===== src/rtl/riscv_ram_1rw_ctrl.sv =====
`timescale 1ns/1ps
// Initiator-side controller for a generic 1RW RAM: turns a valid/ready request
// stream into RAM cycles, buffers read data in a 2-entry FIFO, and runs a fill sweep.
//
// state  | meaning
// S_INIT | fill sweep: write INIT_VALUE to every word, requests blocked
// S_RUN  | accepted requests drive the RAM port directly
module riscv_ram_1rw_ctrl #(
  parameter int               ABITS       = 10,
  parameter int               DBITS       = 32,
  parameter bit               INIT_ENABLE = 1'b1,
  parameter logic [DBITS-1:0] INIT_VALUE  = '0,
  localparam int              BBITS       = (DBITS + 7) / 8
) (
  input  logic             rst_ni,
  input  logic             clk_i,
  input  logic             clear_i,
  output logic             init_done_o,
  input  logic             req_valid_i,
  output logic             req_ready_o,
  input  logic             req_we_i,
  input  logic [ABITS-1:0] req_addr_i,
  input  logic [BBITS-1:0] req_be_i,
  input  logic [DBITS-1:0] req_wdata_i,
  output logic             rsp_valid_o,
  input  logic             rsp_ready_i,
  output logic [DBITS-1:0] rsp_rdata_o,
  output logic [ABITS-1:0] ram_addr_o,
  output logic             ram_we_o,
  output logic [BBITS-1:0] ram_be_o,
  output logic [DBITS-1:0] ram_din_o,
  input  logic [DBITS-1:0] ram_dout_i
);

  typedef enum logic {S_INIT = 1'b0, S_RUN = 1'b1} state_t;

  localparam logic [ABITS-1:0] CNT_LAST = '1;

  state_t           state, state_next;
  logic [ABITS-1:0] cnt, cnt_next;
  logic             inflight;
  logic             head_valid, tail_valid;
  logic [DBITS-1:0] head_data, tail_data;
  logic             accept, push, pop;
  logic [1:0]       occ, credit;

  // Credit counts buffered plus in-flight reads, minus the one leaving this
  // cycle; this gives a combinational rsp_ready_i -> req_ready_o path.
  assign occ         = {1'b0, head_valid} + {1'b0, tail_valid};
  assign push        = inflight;
  assign pop         = head_valid && rsp_ready_i;
  assign credit      = occ + {1'b0, inflight} - {1'b0, pop};
  assign req_ready_o = (state == S_RUN) && (credit < 2'd2);
  assign accept      = req_valid_i && req_ready_o;
  assign init_done_o = (state == S_RUN);
  assign rsp_valid_o = head_valid;
  assign rsp_rdata_o = head_data;

  always_ff @(posedge clk_i or negedge rst_ni) begin
    if (!rst_ni) begin
      state <= INIT_ENABLE ? S_INIT : S_RUN;
      cnt   <= '0;
    end else begin
      state <= state_next;
      cnt   <= cnt_next;
    end
  end

  always_comb begin
    state_next = state;
    cnt_next   = cnt;
    ram_addr_o = req_addr_i;
    ram_we_o   = 1'b0;
    ram_be_o   = req_be_i;
    ram_din_o  = req_wdata_i;
    case (state)
      S_INIT: begin
        ram_addr_o = cnt;
        ram_we_o   = 1'b1;
        ram_be_o   = '1;
        ram_din_o  = INIT_VALUE;
        cnt_next   = cnt + 1'b1;
        if (cnt == CNT_LAST) state_next = S_RUN;
      end
      S_RUN: begin
        ram_we_o = accept && req_we_i;
        if (clear_i) state_next = S_INIT;
      end
      default: state_next = S_INIT;
    endcase
  end

  always_ff @(posedge clk_i or negedge rst_ni) begin
    if (!rst_ni) inflight <= 1'b0;
    else         inflight <= accept && !req_we_i;
  end

  // Head register is the output; tail only fills when the head is occupied.
  always_ff @(posedge clk_i or negedge rst_ni) begin
    if (!rst_ni) begin
      head_valid <= 1'b0;
      head_data  <= '0;
      tail_valid <= 1'b0;
      tail_data  <= '0;
    end else if (pop) begin
      if (tail_valid) begin
        head_data  <= tail_data;
        tail_valid <= push;
        if (push) tail_data <= ram_dout_i;
      end else if (push) begin
        head_data <= ram_dout_i;
      end else begin
        head_valid <= 1'b0;
      end
    end else if (push) begin
      if (!head_valid) begin
        head_valid <= 1'b1;
        head_data  <= ram_dout_i;
      end else begin
        tail_valid <= 1'b1;
        tail_data  <= ram_dout_i;
      end
    end
  end

  overflow_check: assert property (@(posedge clk_i) disable iff (!rst_ni)
                                   !(push && !pop && tail_valid));

endmodule


===== config.mk =====
export PLATFORM = sky130hd
export DESIGN_NAME = riscv_ram_1rw_ctrl
export DESIGN_NICKNAME = d
export VERILOG_FILES = /design/src/rtl/riscv_ram_1rw_ctrl.sv
export SDC_FILE = /design/constraint.sdc
export NUM_CORES = 1
export LEC_CHECK = 0
export CORE_MARGIN = 3
export CORE_UTILIZATION = 25
export DETAILED_ROUTE_END_ITERATION = 10
export SYNTH_ARGS = -nofsm -noshare
export SYNTH_HDL_FRONTEND = slang
export SYNTH_SLANG_ARGS = --single-unit

===== constraint.sdc =====
create_clock -name clk_i -period 2.4 [get_ports clk_i]
set_input_delay 0.24 -clock clk_i [delete_from_list [all_inputs] [get_ports clk_i]]
set_output_delay 0.24 -clock clk_i [all_outputs]
set_load 0.01 [all_outputs]

# [Word-level counts from Yosys, hierarchy flattened]
# Index checks and enable logic that the tools add are counted.
[word_totals] ff_bits=78 inputBits=84 out_inout_bits=82 word_cells=56
[classes] n_addsub=4 order_cmp=1 eq_ne=6 muxes=24 bitwise_logic=1 reduce_logical=13
[ops] op="$mux W32" n=10
[ops] op="$add A10 B1 Y10 const B" n=1
[ops] op="$eq A10 B10 Y1 const B" n=1
[ops] op="$mux W1" n=10
[ops] op="$mux W10" n=1
[ops] op="$ne A2 B2 Y1 const B" n=4
[ops] op="$reduce_and A3 Y1" n=2
[ops] op="$reduce_bool A2 Y1" n=3
[ops] op="$logic_and A1 B1 Y1" n=5
[ops] op="$mux W4" n=1
[ops] op="$pmux W1 S2" n=2
[ops] op="$reduce_and A4 Y1" n=1
[ops] op="$add A1 B1 Y2" n=1
[ops] op="$add A2 B1 Y2" n=1
[ops] op="$lt A2 B2 Y1 const B" n=1
[ops] op="$ne A2 B1 Y1 const B" n=1
[ops] op="$reduce_and A2 Y1" n=1
[ops] op="$sub A2 B1 Y2" n=1
[ops] op="$logic_not A1 Y1" n=1
[ops] op="$not A1 Y1" n=1

# [Longest topological paths before layout]
# Gate-level depths: netlist (run 1).
[depth] word_depth=8 depth_mapped=8 depth_no_buf=6

# [Worst setup path before layout (run 1)]
# OpenSTA, ideal clock, no wires.
[synth_timing] path_kind="register -> output" from="reg head_valid (netlist: rsp_valid_o)" to="out ram_we_o" arrival_ns=2.018 setup_slack_ns=0.142 path_stages_with_launch=9 path_buffers=2 cell_sequence="dfrtp_1 -> buf_2 -> nand2_1 -> buf_2 -> ha_1 -> ha_1 -> a21oi_1 -> xnor2_1 -> o21ai_0"
[synth_between] elab_chain_cells=8
[synth_rtl] element="start, declared" line="42" rtl="logic head_valid, tail_valid;"
[synth_rtl] element="start signal, assigned" line="101" rtl="head_valid <= 1'b0;"
[synth_rtl] element="start signal, assigned" line="113" rtl="head_valid <= 1'b0;"
[synth_rtl] element="start signal, assigned" line="117" rtl="head_valid <= 1'b1;"
[synth_rtl] element="$add A1 B1 Y2" line="49" rtl="assign occ = {1'b0, head_valid} + {1'b0, tail_valid};"
[synth_rtl] element="$add A2 B1 Y2" line="52" rtl="assign credit = occ + {1'b0, inflight} - {1'b0, pop};"
[synth_rtl] element="$sub A2 B1 Y2 *" line="52"
[synth_rtl] element="$lt A2 B2 Y1 *" line="53" rtl="assign req_ready_o = (state == S_RUN) && (credit < 2'd2);"
[synth_rtl] element="$logic_and A1 B1 Y1 *" line="53"
[synth_rtl] element="$logic_and A1 B1 Y1 *" line="54" rtl="assign accept = req_valid_i && req_ready_o;"
[synth_rtl] element="$logic_and A1 B1 Y1 *" line="86" rtl="ram_we_o = accept && req_we_i;"
[synth_rtl] element="$pmux W1 S2 *" line="76" rtl="case (state)"
[synth_rtl] element="end, declared" line="29" rtl="output logic ram_we_o,"
# Mark *: on every way between the ends. The rest lies on a longest branch, timed or not.

# [Worst setup path after layout (run 1)]
[layout_timing] from="reg head_valid (netlist: rsp_valid_o)" to="out req_ready_o"
[layout_between] elab_chain_cells=5
[layout_rtl] element="$add A1 B1 Y2" line="49"
[layout_rtl] element="$add A2 B1 Y2" line="52"
[layout_rtl] element="$sub A2 B1 Y2 *" line="52"
[layout_rtl] element="$lt A2 B2 Y1 *" line="53"
[layout_rtl] element="$logic_and A1 B1 Y1 *" line="53"
[layout_rtl] element="end, declared" line="20" rtl="output logic req_ready_o,"
# Marked as above.

==> reports/qor.yml, run 1 <==
outcome:
  outcome: "complete, no violations"
sta:
  fin_crit_sh_pct: 94.0
  finClkSkew_ns: 0.00517
  drv_slew: 0
  fmax_mhz: 443
  hold_viol: 0
  rsz0062_at_grt: "no"
  tightest_slew_ns: 0.616
  relSlewSlack_pct: 58.9
  setup_viol: 0
  tns_ns: 0
  period_minus_slack_ns: 2.26
place:
  dp_hpwl_mm: 9.09
  place_area_um2: 6280
  place_inst: 772
  gp_congestion: 0.783
  io_buffers: 165
power:
  power.leakage_nw: 2.69
  ir_drop_v: 0.000428
  p_total_mw: 7.08
  power_density_nw_per_um2: 1070
yosys:
  synth_area_um2: 4320
  synthesis.nets: 490
  avgSynthCellArea_um2: 10.8
  yosysWarnings: 0
  yosysSeqAreaShare_pct: 45.2
  syn_inst: 401
  synth_cell_types: 34
  synth-seq-cells: 78
clock_tree:
  post_cts_buffers: 0
  cts_max_level: 3
  clk_pin_slew_worst_paths_ns: 0.06
  cts_buffers: 9
  cts_tree: "done"
  root_buffer: "clkbuf_16"
  cts_num_sinks: 78
  clk_path_buf_depth: 2
  clock_latency_ns: 0.34
floorplan:
  dieArea_um2: 18900
  fp.coreArea_um2: 16800
  die_h_um: 137
  rows: 47
  initial_core_util_pct: 25.8
  die_w_um: 137
  ios: 166
routing:
  vias_per_cell: 4.60
  drtIter0Drc: 68
  firstDrtPassIters: 4
  drcViolationCount: 0
  wire_per_inst_um: 15.8
  postRouteAntennaNets: 0
  routed_wl_mm: 12.5
  vias: 3624
global_routing:
  grt_overflow: 0
  track_usage_pct: 13.8
  grt_pass1_wl_mm: 20.3
  grt_start_max_net_pins: 68
  antenna_found_initial: 0
  grt_pass1_vias: 3977
job:
  cap_violations: 0
critical_path:
  r2r_cells: 5
  crit_required_ns: 2.16
  worst_ep_arrival_time_ns: 2.02
  critPathMaxFanout: 2
  critical_path_class: "reg -> out"
  start_kind: "register"
  end_kind: "primary output"
layout:
  fin_cells: 788
  postLayoutCellArea_um2: 6620
  antenna_cells: 0
  layout.nets: 653
  drive_gt1_share_pct: 15.1
  fin_util_pct: 39.5
  areaGrowthSynthToFinish_pct: 53.1
worst_hold_path:
  hold_class: "in -> reg"
  hold_path_depth: 3
-- synth_stat cells (all sizes together) --
master | number | area [um^2]
a21oi | 1 | 5.00
a31oi | 1 | 6.26
nand2b | 5 | 31.3
and2 | 32 | 200
nor2b | 63 | 394
a221oi | 1 | 15.0
nor4b | 1 | 8.76
clkbuf | 13 | 48.8
dfrtp | 78 | 1950
o22ai | 31 | 194
inv | 6 | 22.5
xor2 | 4 | 35.0
nand3b | 1 | 7.51
o32a | 31 | 310
a21boi | 1 | 7.51
a41o | 1 | 10.0
nor2 | 5 | 18.8
o32ai | 1 | 8.76
nor3 | 1 | 5.00
nand4 | 2 | 12.5
a211o | 1 | 8.76
nand4b | 1 | 8.76
mux2 | 43 | 597
nand3 | 2 | 10.0
xnor2 | 6 | 52.6
ha | 5 | 62.6
nor4 | 2 | 12.5
a21o | 1 | 7.51
o21ai | 4 | 20.0
buf | 19 | 105
nand2 | 38 | 143
-- critical path: stages, from the launching register on --
cell	delay [ns]
dfrtp_2	0.41
nand2_2	0.08
ha_1	0.23
ha_1	0.29
a21oi_2	0.19
xnor2_2	0.16
buf_4	0.15
nor2_1	0.03
buf_2	0.14
-- per-layer routing --
layer | global-route usage, % | part of all wire, % | vias to the layer above
met5 | 0 | 0 | -
met2 | 24.1 | 51 | 149
met1 | 15.4 | 39 | 1724
met4 | 3.88 | 1.1 | 0
met3 | 5.70 | 8.8 | 9
li1 | - | - | 1742
-- logic make-up after synthesis --
logic type	synth area share, %
compound gates	13.7
fa+ha+maj	1.45
mux	13.8
buf+inv	4.08
flops	45.2
xor+xnor	2.03
simple gates	19.7
-- layout by cell type (no fill, tap or decap), types with 2 or more instances in the layout --
cell type,netlist,routed
nor2_1,5,5
nand3_1,2,2
mux2_4,30,30
inv_1,6,6
ha_1,5,5
buf_4,0,15
xor2_1,4,4
o32a_1,31,31
nand2_1,38,37
mux2_2,13,13
dfrtp_2,0,2
xnor2_1,6,5
and2_1,32,32
nor4_1,2,2
nand2b_1,5,5
clkbuf_16,0,9
bufinv_16,0,2
o22ai_1,31,31
o21ai_0,4,3
nor2b_1,63,63
buf_12,0,3
nand4_1,2,2
clkdlybuf4s50_1,0,161
dfrtp_1,78,76
-- final cells by class --
class,count,area [um^2]
clock buffers,10,239
flip-flops and latches,78,1950
fillers,1610,10100
repair buffers,184,1820
well taps,220,275
multi-input cells,285,2220
clock inverters,5,82.6
inverters,6,22.5
-- final timing paths --
check	start	end	slack, ns
min in group asynchronous	rst_ni	rsp_rdata_o[6]	0.45
worst min register to register	rsp_rdata_o[1]	rsp_rdata_o[1]	0.50
worst max-delay path	rsp_valid_o	req_ready_o	0.14
worst max register to register	tail_valid	tail_data[13]	0.21
worst min-delay path	rsp_ready_i	tail_valid	0.43
max in group asynchronous	rst_ni	rsp_rdata_o[14]	1.32
-- registers in the layout (all words and copies together), names as in the netlist --
signal	cells
tail_data	32
tail_valid	1
rsp_rdata_o	32
rsp_valid_o	1
init_done_o	1
inflight	1
cnt	10
-- stage by stage --
| stage | setup WS (ns) | hold WS [ns] |
|---|---|---|
| global route | 0.00771 | 0.462 |
| floorplan | 0.142 | -0.0556 |
| finish | 0.144 | 0.426 |
| CTS | 0.00500 | 0.423 |
| global placement | -0.379 | 0.272 |
| detailed placement | -0.314 | 0.280 |
-- report_power, final --
| group | switching (mW) | total (mW) | internal, mW |
|---|---|---|---|
| clock network | 0.543 | 1.48 | 0.936 |
| logic | 1.38 | 3.24 | 1.85 |
| registers | 0.403 | 2.36 | 1.96 |
| total | 2.33 | 7.08 | 4.75 |
-- repair_timing --
| action | in CTS | in global routing |
|---|---|---|
| resized for setup | 9 | 4 |
| endpoints found under the hold margin | 42 | 0 |
| pin swaps | 2 | 1 |
| setup endpoints to repair | 2 | 2 |
| hold buffers | 1 | 0 |
Note: power is estimated with default switching activity, not from simulation.
==> run 2: changes to the inputs <==
Settings changed: CORE_ASPECT_RATIO set to 0.75.
==> run 2 against run 1 <==
  * Flip-flop and latch count unchanged
  * Via count increased by 0.39%
  * Global-route usage increased by 0.30 points
  * Maximum frequency fell by 1.3%
  * Sequential share of layout area rose by 0.11 points
  * Final area down 0.38%
  * Clock power barely moved
  * Core utilization grew 0.55 points
  * Sequential power barely moved
  * Worst setup slack lost 0.029 ns
  * Final cell count decreased by 1.3%
  * Highest routed layer unchanged
==> reports/qor.yml, run 2 (same netlist as run 1, synthesis figures left out) <==
critical_path:
  cp_slowest_cell: "dfrtp_2"
  reg2reg_from: "tail_valid"
  crit_path_cell_trace: "nand2_1 -> ha_1 -> ha_1 -> a21oi_2 -> xnor2_2 -> nor2_1 -> dlygate4sd2_1"
  crit_required_ns: 2.16  # about the same
  crit_top_cell: "ha_1"
  worst_ep_arrival_time_ns: 2.05  # +0.03 ns
  end_kind: "primary output"
  reg2reg_slack_ns: 0.21  # about the same
  cpPeakStageDelay_ns: 0.40  # about the same
  cpLargestDelayFamily: "adder cells"
  r2r_cells: 5  # unchanged
  worst-path-buf-inv: 1  # -1
  rr_endpoint: "tail_data[23]"
  critical_path_class: "reg -> out"
  start_kind: "register"
  critPathMaxFanout: 3  # +1
sta:
  tns_ns: 0  # unchanged
  relSlewSlack_pct: 55.7  # -3.2 points
  hold_viol: 0  # unchanged
  rsz0062_at_grt: "yes"
  fmax_mhz: 437  # -1.3%
  finClkSkew_ns: 0.00374  # -0.00142 ns
  setup_viol: 0  # unchanged
  period_minus_slack_ns: 2.29  # +0.0295 ns
  fin_crit_sh_pct: 95.2  # +1.2 points
  tightest_slew_ns: 0.664  # +0.0478 ns
  drv_slew: 0  # unchanged
  holdWs_ns: 0.450  # +0.0232 ns
clock_tree:
  clk_pin_slew_worst_paths_ns: 0.06  # about the same
  root_buffer: "clkbuf_16"
  clk_path_buf_depth: 2  # unchanged
  cts_buffers: 9  # unchanged
  cts_max_level: 3  # unchanged
  post_cts_buffers: 0  # unchanged
  cts_num_sinks: 78  # unchanged
  clock_latency_ns: 0.34  # about the same
  cts_tree: "done"
power:
  p_total_mw: 7.07  # about the same
  switchingPower_mw: 2.38  # +1.9%
  p_int_mw: 4.70  # -1.1%
  power_density_nw_per_um2: 1070  # +0.28%
  seqPwrFrac_pct: 33.2  # about the same
  switching_share_pct: 33.6  # +0.66 points
  power.leakage_nw: 2.68  # -0.32%
  p_clk_share_pct: 20.6  # -0.3 points
  p_comb_share_pct: 46.1  # +0.3 points
  ir_drop_v: 0.000451  # +5.4%
floorplan:
  rows: 40  # -15%
  die_h_um: 120  # -13%
  fp.coreArea_um2: 16500  # -1.8%
  dieArea_um2: 18900  # about the same
  initial_core_util_pct: 26.2  # +0.46 points
  ios: 166  # unchanged
  die_w_um: 158  # +15%
global_routing:
  antenna_found_initial: 0  # unchanged
  grt_pass1_wl_mm: 21.0  # +3.6%
  grt_pass1_vias: 3760  # -5.5%
  grt_overflow: 0  # unchanged
  grt_start_max_net_pins: 68  # unchanged
  track_usage_pct: 14.1  # +0.30 points
outcome:
  outcome: "complete, no violations"
layout:
  final_cell_mix: "clkdlybuf4s50_1 (161), dfrtp_1 (76), nor2b_1 (63)"
  drive_gt1_share_pct: 14.6  # -0.53 points
  final_common_cell: "clkdlybuf4s50_1"
  areaGrowthSynthToFinish_pct: 52.6
  layout.nets: 652  # -0.15%
  layout.filler_cells: 1552  # -3.6%
  fin_util_pct: 40.0  # +0.55 points
  antenna_cells: 0  # unchanged
worst_hold_path:
  min-delay-start: "rsp_ready_i"
  whs_endpoint: "tail_valid"
  hold_class: "in -> reg"
  hold_path_depth: 3  # unchanged
routing:
  vias_per_cell: 4.68  # +1.7%
  drcViolationCount: 0  # unchanged
  drtIter0Drc: 130  # +91%
  postRouteAntennaNets: 0  # unchanged
  wire_per_inst_um: 17.2  # +8.7%
  vias: 3638  # +0.39%
  firstDrtPassIters: 4  # unchanged
  routed_wl_mm: 13.4  # +7.3%
place:
  io_buffers: 165  # unchanged
  dp_hpwl_mm: 9.44  # +3.8%
  gp_congestion: 0.788  # +0.69%
job:
  cap_violations: 0  # unchanged
## run 2: worst max path at each step
stage	startpoint	to	slack, ns	depth (start not counted)
final	rsp_valid_o	req_ready_o	0.11	7
after global placement	rsp_ready_i	ram_we_o	-0.32	8
after CTS	rsp_valid_o	ram_we_o	0.03	7
after detailed placement	rsp_ready_i	ram_we_o	-0.34	8
after floorplan	rsp_valid_o	ram_we_o	0.14	8
after global routing	rsp_valid_o	req_ready_o	-0.002	7
## run 2: through the flow
stage / instance area (um^2) / setup WS [ns] / std cells
after CTS: 6600 / 0.0256 / 778
after detailed placement: 6260 / -0.336 / 761
after global placement: 6260 / -0.322 / 761
after global routing: 6590 / -0.00249 / 778
after floorplan: 4320 / 0.142 / 401
final: 6590 / 0.114 / 778
## run 2: layout make-up
type	instances	area [um^2]	share of cell area (%)
clock buffer	10	229	3.47
clock inverter	6	86.3	1.31
inverter	6	22.5	0.342
multi-input combinational	285	2220	33.6
sequential	78	1950	29.7
tap	210	263	3.99
timing repair buffer	183	1820	27.6
## run 2: power groups by stage
stage / Sequential (mW) / Combinational [mW] / Clock (mW)
detailed placement: 2.36 / 3.24 / 0
global route: 2.44 / 3.54 / 1.56
CTS: 2.35 / 3.30 / 1.49
finish: 2.35 / 3.26 / 1.46
floorplan: 2.42 / 1.82 / 0
global placement: 2.34 / 3.16 / 0
## run 2: timing repair
action,4_1_cts,5_1_grt
cloned,0,0
endpoints found under the hold margin,45,0
pin swaps,1,1
hold buffers,1,0
setup endpoints to repair,2,1
gates resized for setup,6,3
## run 2: worst register-to-register path, stage by stage, from the launching register on
cell and delay [ns]:
dfrtp_2 0.36, buf_4 0.55, inv_1 0.24, a211o_2 0.42, buf_4 0.21, mux2_4 0.31
## run 2: routing by layer
layer  vias up  part of all wire (%)  global-route usage (%)
li1       1738                     -                       -
met5         -                     0                       0
met4         0                   1.3                    3.31
met2        79                    47                    21.7
met1      1806                    48                    19.9
met3        15                   4.0                    3.39
